==> src/rtl/pc_redirect_unit_pkg.sv <==
// Shared definitions for the fetch-stage PC register and next-PC selection.
// Holds address widths, the reset PC default and redirect-source encodings.
package pc_redirect_unit_pkg;

    localparam int                PC_WIDTH     = 32;
    localparam logic [31:0]       RESET_PC_DEF = 32'h0000_0000;
    localparam int                JUMP_INDEX_W = 26;

    typedef enum logic [1:0] {
        SRC_SEQ    = 2'd0,
        SRC_BRANCH = 2'd1,
        SRC_JUMP   = 2'd2,
        SRC_JR     = 2'd3
    } redirect_src_e;

    function automatic logic [PC_WIDTH-1:0] word_align(input logic [PC_WIDTH-1:0] addr);
        return {addr[PC_WIDTH-1:2], 2'b00};
    endfunction

endpackage

==> src/rtl/next_pc_select.sv <==
// Combinational redirect-target selection: jump-register beats taken branch
// beats jump; also reports whether any redirect is requested and its source.
module next_pc_select #(
    parameter int PC_WIDTH = pc_redirect_unit_pkg::PC_WIDTH
) (
    input  logic                                          branch_taken,
    input  logic                                          jump,
    input  logic                                          jump_reg,
    input  logic [PC_WIDTH-1:0]                           branch_pc4,
    input  logic [PC_WIDTH-1:0]                           branch_offset_shifted,
    input  logic [pc_redirect_unit_pkg::JUMP_INDEX_W-1:0] jump_index,
    input  logic [PC_WIDTH-1:0]                           jump_reg_addr,
    output logic [PC_WIDTH-1:0]                           target,
    output logic                                          req,
    output pc_redirect_unit_pkg::redirect_src_e           src
);
    import pc_redirect_unit_pkg::*;

    logic [PC_WIDTH-1:0] branch_target;
    logic [PC_WIDTH-1:0] jump_target;

    // Branch target wraps silently modulo 2^PC_WIDTH.
    assign branch_target = branch_pc4 + branch_offset_shifted;
    assign jump_target   = {branch_pc4[PC_WIDTH-1:JUMP_INDEX_W+2], jump_index, 2'b00};
    assign req           = jump_reg | branch_taken | jump;

    always_comb begin
        target = branch_pc4;
        src    = SRC_SEQ;
        if (jump_reg) begin
            target = word_align(jump_reg_addr);
            src    = SRC_JR;
        end else if (branch_taken) begin
            target = branch_target;
            src    = SRC_BRANCH;
        end else if (jump) begin
            target = jump_target;
            src    = SRC_JUMP;
        end
    end

endmodule

==> src/rtl/pc_redirect_unit.sv <==
// Fetch PC register with sequential advance, immediate redirect, and a
// one-entry buffer for a redirect that arrives while fetch cannot advance.
module pc_redirect_unit #(
    parameter logic [31:0] RESET_PC = pc_redirect_unit_pkg::RESET_PC_DEF,
    parameter int          PC_WIDTH = pc_redirect_unit_pkg::PC_WIDTH
) (
    input  logic                                          Clk,
    input  logic                                          Rst,
    input  logic                                          Stall,
    input  logic                                          ImemReady,
    input  logic                                          BranchTaken,
    input  logic                                          Jump,
    input  logic                                          JumpReg,
    input  logic [PC_WIDTH-1:0]                           BranchPC4,
    input  logic [PC_WIDTH-1:0]                           BranchOffsetShifted,
    input  logic [pc_redirect_unit_pkg::JUMP_INDEX_W-1:0] JumpIndex,
    input  logic [PC_WIDTH-1:0]                           JumpRegAddr,
    output logic [PC_WIDTH-1:0]                           PC,
    output logic [PC_WIDTH-1:0]                           PCPlus4,
    output logic                                          Flush,
    output logic                                          RedirectPending,
    output logic                                          AddrErr
);
    import pc_redirect_unit_pkg::*;

    localparam logic [PC_WIDTH-1:0] FOUR = PC_WIDTH'(4);

    logic                advance;
    logic                req;
    logic [PC_WIDTH-1:0] target;
    logic [PC_WIDTH-1:0] pend_target;
    redirect_src_e       src;
    logic                jr_misaligned;

    next_pc_select #(
        .PC_WIDTH(PC_WIDTH)
    ) u_sel (
        .branch_taken          (BranchTaken),
        .jump                  (Jump),
        .jump_reg              (JumpReg),
        .branch_pc4            (BranchPC4),
        .branch_offset_shifted (BranchOffsetShifted),
        .jump_index            (JumpIndex),
        .jump_reg_addr         (JumpRegAddr),
        .target                (target),
        .req                   (req),
        .src                   (src)
    );

    assign advance       = ImemReady & ~Stall;
    assign jr_misaligned = (src == SRC_JR) && (JumpRegAddr[1:0] != 2'b00);

    // RedirectPending doubles as the state bit: 0 = idle, 1 = target buffered.
    always_ff @(posedge Clk or negedge Rst) begin
        if (!Rst) begin
            PC              <= PC_WIDTH'(RESET_PC);
            PCPlus4         <= PC_WIDTH'(RESET_PC) + FOUR;
            pend_target     <= '0;
            RedirectPending <= 1'b0;
            Flush           <= 1'b0;
            AddrErr         <= 1'b0;
        end else begin
            Flush   <= 1'b0;
            AddrErr <= 1'b0;
            if (RedirectPending) begin
                // Requests seen here are wrong-path and get squashed anyway.
                if (advance) begin
                    PC              <= pend_target;
                    PCPlus4         <= pend_target + FOUR;
                    Flush           <= 1'b1;
                    RedirectPending <= 1'b0;
                end
            end else if (req) begin
                AddrErr <= jr_misaligned;
                if (advance) begin
                    PC      <= target;
                    PCPlus4 <= target + FOUR;
                    Flush   <= 1'b1;
                end else begin
                    pend_target     <= target;
                    RedirectPending <= 1'b1;
                end
            end else if (advance) begin
                PC      <= PCPlus4;
                PCPlus4 <= PCPlus4 + FOUR;
            end
        end
    end

endmodule
==> config.mk <==
export PLATFORM = sky130hd
export DESIGN_NAME = pc_redirect_unit
export DESIGN_NICKNAME = d
export VERILOG_FILES = /design/src/rtl/pc_redirect_unit_pkg.sv /design/src/rtl/next_pc_select.sv /design/src/rtl/pc_redirect_unit.sv
export SDC_FILE = /design/constraint.sdc
export NUM_CORES = 1
export LEC_CHECK = 0
export BUFFER_PORTS_ARGS = -buffer_cell sky130_fd_sc_hd__buf_2
export CAP_MARGIN = 20
export CORE_MARGIN = 2
export CORE_UTILIZATION = 60
export DETAILED_ROUTE_END_ITERATION = 10
export PLACE_DENSITY = 0.89
export SKIP_CTS_REPAIR_TIMING = 1
export SLEW_MARGIN = 20
export SYNTH_ARGS = -nofsm -noshare
export SYNTH_HDL_FRONTEND = slang
export SYNTH_SLANG_ARGS = --single-unit
==> constraint.sdc <==
create_clock -name Clk -period 7.3 [get_ports Clk]
set_input_delay 1.095 -clock Clk [delete_from_list [all_inputs] [get_ports Clk]]
set_output_delay 1.095 -clock Clk [all_outputs]
set_load 0.05 [all_outputs]
==> results of run 1 <==
==> logic make-up (layout without fill, tap and decap cells) <==
family,after synthesis,in the layout
xor gates and xnor gates,35,35
AOI/OAI and AO/OA,368,368
buffers and inverters,92,240
muxes,60,60
DFF,99,99
adders and majority gates,33,33
and+or+nand+nor,375,375
==> area by class of cell <==
cell class	count	area share
clock buffers	9	0.02307
clock inverters	5	0.005768
inverters	17	0.006538
multi-input cells	871	0.5745
flip-flops and latches	99	0.2539
well taps	180	0.02307
repair buffers	209	0.1131
==> worst max path at each step <==
| stage | from | endpoint | slack (ns) | depth (start not counted) |
|---|---|---|---|---|
| CTS | BranchPC4[0] | PCPlus4[29] | 2.72 | 13 |
| finish | BranchPC4[0] | PCPlus4[29] | 2.62 | 13 |
| global placement | BranchPC4[0] | PCPlus4[29] | 2.48 | 13 |
| detailed placement | BranchPC4[0] | PCPlus4[29] | 2.41 | 13 |
| global route | BranchPC4[0] | PCPlus4[29] | 2.49 | 13 |
| floorplan | BranchPC4[0] | PCPlus4[29] | 3.07 | 13 |
==> registers in the layout, indices dropped and copies added, names as in the netlist <==
| register | count |
|---|---|
| RedirectPending | 1 |
| Flush | 1 |
| PCPlus4 | 32 |
| AddrErr | 1 |
| pend_target | 32 |
| PC | 32 |
==> report_power, final <==
group	total, mW	internal [mW]	leakage [nW]	switching, mW
registers	0.767	0.668	1.23	0.0990
clock network	0.469	0.261	0.137	0.208
logic	1.04	0.314	3.17	0.728
total	2.28	1.24	4.54	1.03
==> cells in the final DEF (no fill, tap or decap), types with 6 or more instances in the layout <==
cell / n
nor3_1: 21
a31oi_1: 11
nand2_1: 171
o21ai_0: 108
mux2i_1: 41
mux2_2: 19
o31ai_1: 8
nand3_1: 13
o211ai_1: 15
o21ai_1: 8
nand4_1: 17
or3_1: 8
a2111oi_0: 6
a21o_1: 15
o41ai_1: 7
xnor2_1: 21
inv_1: 15
a21oi_1: 76
a211oi_1: 18
buf_2: 194
nor2_1: 75
xor2_1: 14
nand2b_1: 9
and2_1: 6
clkbuf_16: 9
dfrtp_1: 98
buf_4: 14
o21a_1: 14
and3_1: 16
ha_1: 32
==> through the flow <==
stage / area, um2 / util / cells
after floorplan: 8473 / - / 1062
after global placement: 9452 / 0.6836 / 1375
after detailed placement: 9452 / 0.6836 / 1375
after CTS: 9733 / 0.7039 / 1389
after global routing: 9761 / 0.7059 / 1390
final: 9761 / 0.7059 / 1390
==> cells in the mapped netlist, types with 16 or more instances <==
library cell | count | area share
a211oi_1 | 18 | 0.016
a21oi_1 | 76 | 0.045
o21ai_0 | 108 | 0.064
mux2i_1 | 41 | 0.048
ha_1 | 32 | 0.047
nand4_1 | 17 | 0.013
and3_1 | 16 | 0.012
clkbuf_1 | 47 | 0.021
xnor2_1 | 21 | 0.022
nand2_1 | 171 | 0.076
dfrtp_1 | 98 | 0.29
nor2_1 | 75 | 0.033
mux2_2 | 19 | 0.025
nor3_1 | 21 | 0.012
buf_2 | 16 | 0.0095
==> layer usage <==
layer  routed length (um)  global-route usage  vias to the layer above
met3                 3239             0.06970                      112
met5                    0                   0                        -
li1                     -                   -                     4203
met2                13120              0.6143                      656
met4                 1406              0.1710                        0
met1                11250              0.5070                     4302
==> worst max-delay path: stages <==
cell and delay, ns:
buf_2 0.11, ha_1 0.25, fa_1 0.44, a21o_1 0.23, a221oi_4 0.46, o41a_1 0.30
a21oi_1 0.14, o21a_1 0.25, o31ai_4 0.44, nand4b_4 0.17, and4bb_1 0.56, nand3_2 0.11
a221o_1 0.33
==> run_results.csv, run 1 <==
group,metric,value,unit
placed_design,port_buffers,195,
pwr,power_density,233.4,nW/um2
critical_path,cp-start-kind,"primary input",
clock_tree,cts.sinks,99,
synthesis,yosysWarnings,0,
floorplan,rows,43,
synthesis,synth_cell_type_count,95,
pwr,power_leakage,4.537,nW
synthesis,synth_compound_area_frac,0.2885,
global_route,grt_pass1_wl,44.50,mm
synthesis,synthesis.nets,1224,
synthesis,avgSynthCellArea,7.978,um2
layout,nNetsFinal,1369,
worst_hold_path,min_from,"PC[31]",
clock_tree,cts_max_level,3,
routing,wl_per_cell,20.87,um
routing,first_iter_violations,1396,
worst_hold_path,whs_path_depth,2,
synthesis,synth_edf_count,0,
global_route,grt_pass1_vias,8518,
worst_hold_path,hold_class,"reg -> reg",
sta,relSlewSlack,0.3497,
synthesis,synth-seq-area-share,0.2925,
worst_hold_path,holdPathEnd,"PC[31]",
sta,post-route-worst-setup-slack,2.621,ns
sta,hold_viol_final,0,
floorplan,dieArea,15090,um2
routing,via_count,9273,
sta,setup_violations,0,
placed_design,gp_congestion,1.033,
routing,routed_wl,29.01,mm
routing,routed_via_density,6.671,
sta,fin_crit,4.679,ns
pwr,total_power,2.278,mW
layout,area_growth,15.19,%
synthesis,ys.flop_type,"dfrtp_1",
synthesis,ys_seq_elements,99,
clock_tree,clkLatencyLatePin,0.34,ns
floorplan,die_w,122.8,um
global_route,gr-usage-all-layers,0.3839,
sta,fin_setup_tns,0,ns
outcome,run_status,"completed",
critical_path,arrival,4.91,ns
layout,layout-drive-gt1-share,0.2240,
routing,drcViolationCount,0,
critical_path,cp-end-kind,"register",
layout,multi_input_area,5608,um2
sta,tightest_slew,0.9744,ns
synthesis,yosys.area_share.simple,0.2135,
critical_path,r2r_cells,10,
clock_tree,cts_buffer_depth,2,
floorplan,start_util,0.6128,
synthesis,async_flop_share,1.000,
sta,max_freq,0.2137,GHz
critical_path,r2r-end,"PCPlus4[29]",
synthesis,synth.cell_area,8473,um2
sta,rsz0062_at_grt,"no",
layout,final-seq-area,2479,um2
layout,diodes,0,
placed_design,dp_hpwl,21.30,mm
clock_tree,root_buffer,"clkbuf_16",
synthesis,synth_mux_area_frac,0.07369,
global_route,antenna_found_initial,0,
clock_tree,path_clk_slew,0.07,ns
placed_design,place_ws,2.407,ns
synthesis,synth_fa_ha_area_frac,0.04962,
critical_path,ff2ff_setup_slack,3.08,ns
global_route,grt_max_degree,101,
layout,nFillCells,1125,
global_route,overflow,0,
sta,post-route-period-util,0.6409,
clock_tree,cts_buffers,9,
routing,dr.pass1.iters,7,
sta,finClkSkew,0.006475,ns
synthesis,synthXorXnorAreaFrac,0.03618,
sta,drv_slew,0,
critical_path,cp_max_fo,9,
clock_tree,cts_tree,"done",
floorplan,core,13830,um2
synthesis,synth_top_family_by_area,"compound AO/OA/AOI/OAI gates",
synthesis,syn_inst,1062,
routing,final_antenna_net_count,0,
pwr,peakVddDrop,0.2148,mV
critical_path,critPathKind,"in -> reg",
floorplan,die_h,122.8,um
run,max_cap_violations,0,
critical_path,rr_startpoint,"RedirectPending",
critical_path,cp_data_required_time,7.53,ns
sta,hold-worst-slack,0.4733,ns
floorplan,ioPinCount,196,
Note: power is estimated with default switching activity, not from simulation.
==> run 2: changes to the inputs <==
--- a/config.mk
+++ b/config.mk
@@ -8,9 +8,9 @@
 export BUFFER_PORTS_ARGS = -buffer_cell sky130_fd_sc_hd__buf_2
 export CAP_MARGIN = 20
 export CORE_MARGIN = 2
-export CORE_UTILIZATION = 60
+export CORE_UTILIZATION = 56
 export DETAILED_ROUTE_END_ITERATION = 10
-export PLACE_DENSITY = 0.89
+export PLACE_DENSITY = 0.84
 export SKIP_CTS_REPAIR_TIMING = 1
 export SLEW_MARGIN = 20
 export SYNTH_ARGS = -nofsm -noshare
==> constraint.sdc (replaced) <==
create_clock -name Clk -period 4.8 [get_ports Clk]
set_input_delay 0.72 -clock Clk [delete_from_list [all_inputs] [get_ports Clk]]
set_output_delay 0.72 -clock Clk [all_outputs]
set_load 0.05 [all_outputs]
==> run 2 against run 1 <==
Net effect:
- clock skew rose by 0.0023 ns
- total power rose by 56%
- non-clock buffer count rose by 16
- sequential cell count did not move
- register-to-register slack got worse by 1.9 ns
- worst setup slack got worse by 2.2 ns
- clock power rose by 65%
- global-route usage fell by 2.0 points
- die area rose by 6.9%
- sequential share of layout area fell by 0.38 points
- combinational power rose by 55%
- sequential power rose by 50%
- critical endpoint unchanged
==> run_results.csv, run 2 (synthesis gave the netlist of run 1 again) <==
group,metric,value,unit
global_route,busiest_layer,"met2",
routing,wl_per_cell,20.92,um
critical_path,cp-end-kind,"register",
clock_tree,cts_tree,"done",
sta,max_freq,0.2299,GHz
routing,dr.pass1.iters,6,
critical_path,cp_max_fo,9,
global_route,overflow,0,
global_route,grt_pass1_wl,46.46,mm
routing,drcViolationCount,0,
sta,fin_crit,4.350,ns
clock_tree,clkLatencyLatePin,0.36,ns
routing,via_count,9402,
critical_path,arrival,4.59,ns
layout,layout-drive-gt1-share,0.2353,
clock_tree,root_buffer,"clkbuf_16",
pwr,power_density,357.5,nW/um2
floorplan,core,14640,um2
routing,first_iter_violations,1138,
sta,hold_viol_final,0,
layout,diodes,0,
global_route,grt_max_degree,68,
critical_path,critPathKind,"in -> reg",
critical_path,cpPeakStageDelay,0.62,ns
floorplan,ioPinCount,196,
floorplan,start_util,0.5786,
floorplan,die_h,127.0,um
sta,fin_setup_tns,0,ns
critical_path,r2r_cells,12,
global_route,gr-usage-all-layers,0.3641,
floorplan,dieArea,16130,um2
routing,routed_via_density,6.659,
sta,post-route-period-util,0.9062,
layout,nNetsFinal,1385,
critical_path,critPathBufInv,1,
sta,setup_violations,0,
layout,area_growth,16.95,%
critical_path,cp_data_required_time,5.04,ns
layout,nFillCells,1204,
critical_path,crit_chain,"buf_2, ha_1, a211oi_1, o21ai_1, and3_1, or3_1, xnor2_1, o311a_1, nand4b_4, and4bb_1, nand3_2, a221o_1",
layout,final_util,0.6767,
sta,tightest_slew,0.9025,ns
run,max_cap_violations,0,
critical_path,cp_num_cells,12,
clock_tree,cts_buffers,9,
worst_hold_path,hold_class,"in -> async",
routing,routed_wl,29.54,mm
routing,final_antenna_net_count,0,
critical_path,cp_slowest_cell,"a211oi_1",
sta,finClkSkew,0.008821,ns
global_route,antenna_found_initial,0,
layout,reg_top3,"PCPlus4: 32 flops, PC: 32 flops, pend_target: 32 flops",
placed_design,gp_congestion,1.047,
pwr,p_seq_frac,0.326,
layout,multi_input_area,5608,um2
global_route,groute.layer.met2.usage,0.5879,
clock_tree,cts_max_level,3,
clock_tree,cts.sinks,99,
layout,most-common-layout-cells,"194 x buf_2, 171 x nand2_1, 108 x o21ai_0, 98 x dfrtp_1, 76 x a21oi_1",
sta,relSlewSlack,0.3983,
pwr,swShare,0.4558,
placed_design,port_buffers,195,
placed_design,dp_hpwl,22.28,mm
global_route,grt_pass1_vias,8780,
clock_tree,path_clk_slew,0.07,ns
global_route,grt_use_met3,0.06742,
layout,final-seq-area,2479,um2
pwr,pwr-share-comb,0.456,
pwr,power_switching,1.615,mW
clock_tree,cts_buffer_depth,2,
global_route,use_met1,0.4789,
pwr,peakVddDrop,0.2724,mV
floorplan,die_w,127.0,um
layout,final_common_cell,"buf_2",
pwr,intPower,1.928,mW
outcome,run_status,"completed",
pwr,p_clk_frac,0.218,
sta,hold-worst-slack,0.4545,ns
critical_path,crit_family,"compound AO/OA/AOI/OAI gates",
pwr,power_leakage,4.631,nW
sta,drv_slew,0,
floorplan,rows,44,
critical_path,cp-start-kind,"primary input",
sta,rsz0062_at_grt,"no",
-- run 2: cell types whose count changed in the layout (fill, tap and decap cells not counted) --
cell,delta
clkinvlp_4,-1
inv_8,+2
clkinv_4,-1
buf_12,+1
clkinv_2,-2
inv_6,+4
buf_16,-1
buf_4,+16
-- run 2: stage by stage --
| stage | worst slack, ns | power (mW) | cell area, um2 | std cells |
|---|---|---|---|---|
| floorplan | 0.9448 | 2.265 | 8473 | 1062 |
| global placement | 0.2664 | 2.713 | 9597 | 1396 |
| detailed placement | 0.2249 | 2.744 | 9597 | 1396 |
| CTS | 0.5692 | 3.522 | 9910 | 1412 |
| global route | 0.3300 | 3.703 | 9910 | 1412 |
| finish | 0.4503 | 3.543 | 9910 | 1412 |
-- run 2: power groups by stage --
stage               registers (mW)  logic, mW  clock network (mW)
detailed placement            1.16       1.58                   0
global route                  1.17       1.72               0.814
finish                        1.15       1.61               0.773
floorplan                     1.55      0.717                   0
CTS                           1.15       1.59               0.782
global placement              1.16       1.56                   0
-- run 2: final timing paths --
path                            startpoint         endpoint  slack, ns
min reg2reg                         PC[24]           PC[24]       0.47
min                                    Rst  pend_target[31]       0.45
max in group asynchronous              Rst       PCPlus4[2]       3.32
min in group Clk                    PC[24]           PC[24]       0.47
max                           BranchPC4[1]      PCPlus4[29]       0.45
max reg2reg                RedirectPending      PCPlus4[29]       1.14
-- run 2: worst register-to-register path, stage by stage (launching register included) --
cell and delay [ns]:
dfrtp_1 0.68, clkinv_1 0.41, buf_4 0.37, o211ai_1 0.13, o21ai_0 0.12, o311ai_0 0.14
a211oi_1 0.11, buf_4 0.18, nor3_4 0.19, nand4b_4 0.15, and4bb_1 0.60, nand3_2 0.12
a221o_1 0.35
-- run 2: cell type report --
cell class | count | share of cell area
sequential | 99 | 0.2501
inverter | 17 | 0.006439
multi-input combinational | 871 | 0.5659
tap | 184 | 0.02323
timing repair buffer | 225 | 0.1227
clock buffer | 9 | 0.02273
clock inverter | 7 | 0.008838
-- run 2: per-layer routing --
layer  up-vias  routed length [um]
li1       4249                   -
met1      4352               11450
met2       684               13430
met3       117                3191
met4         0                1461
met5         -                   0
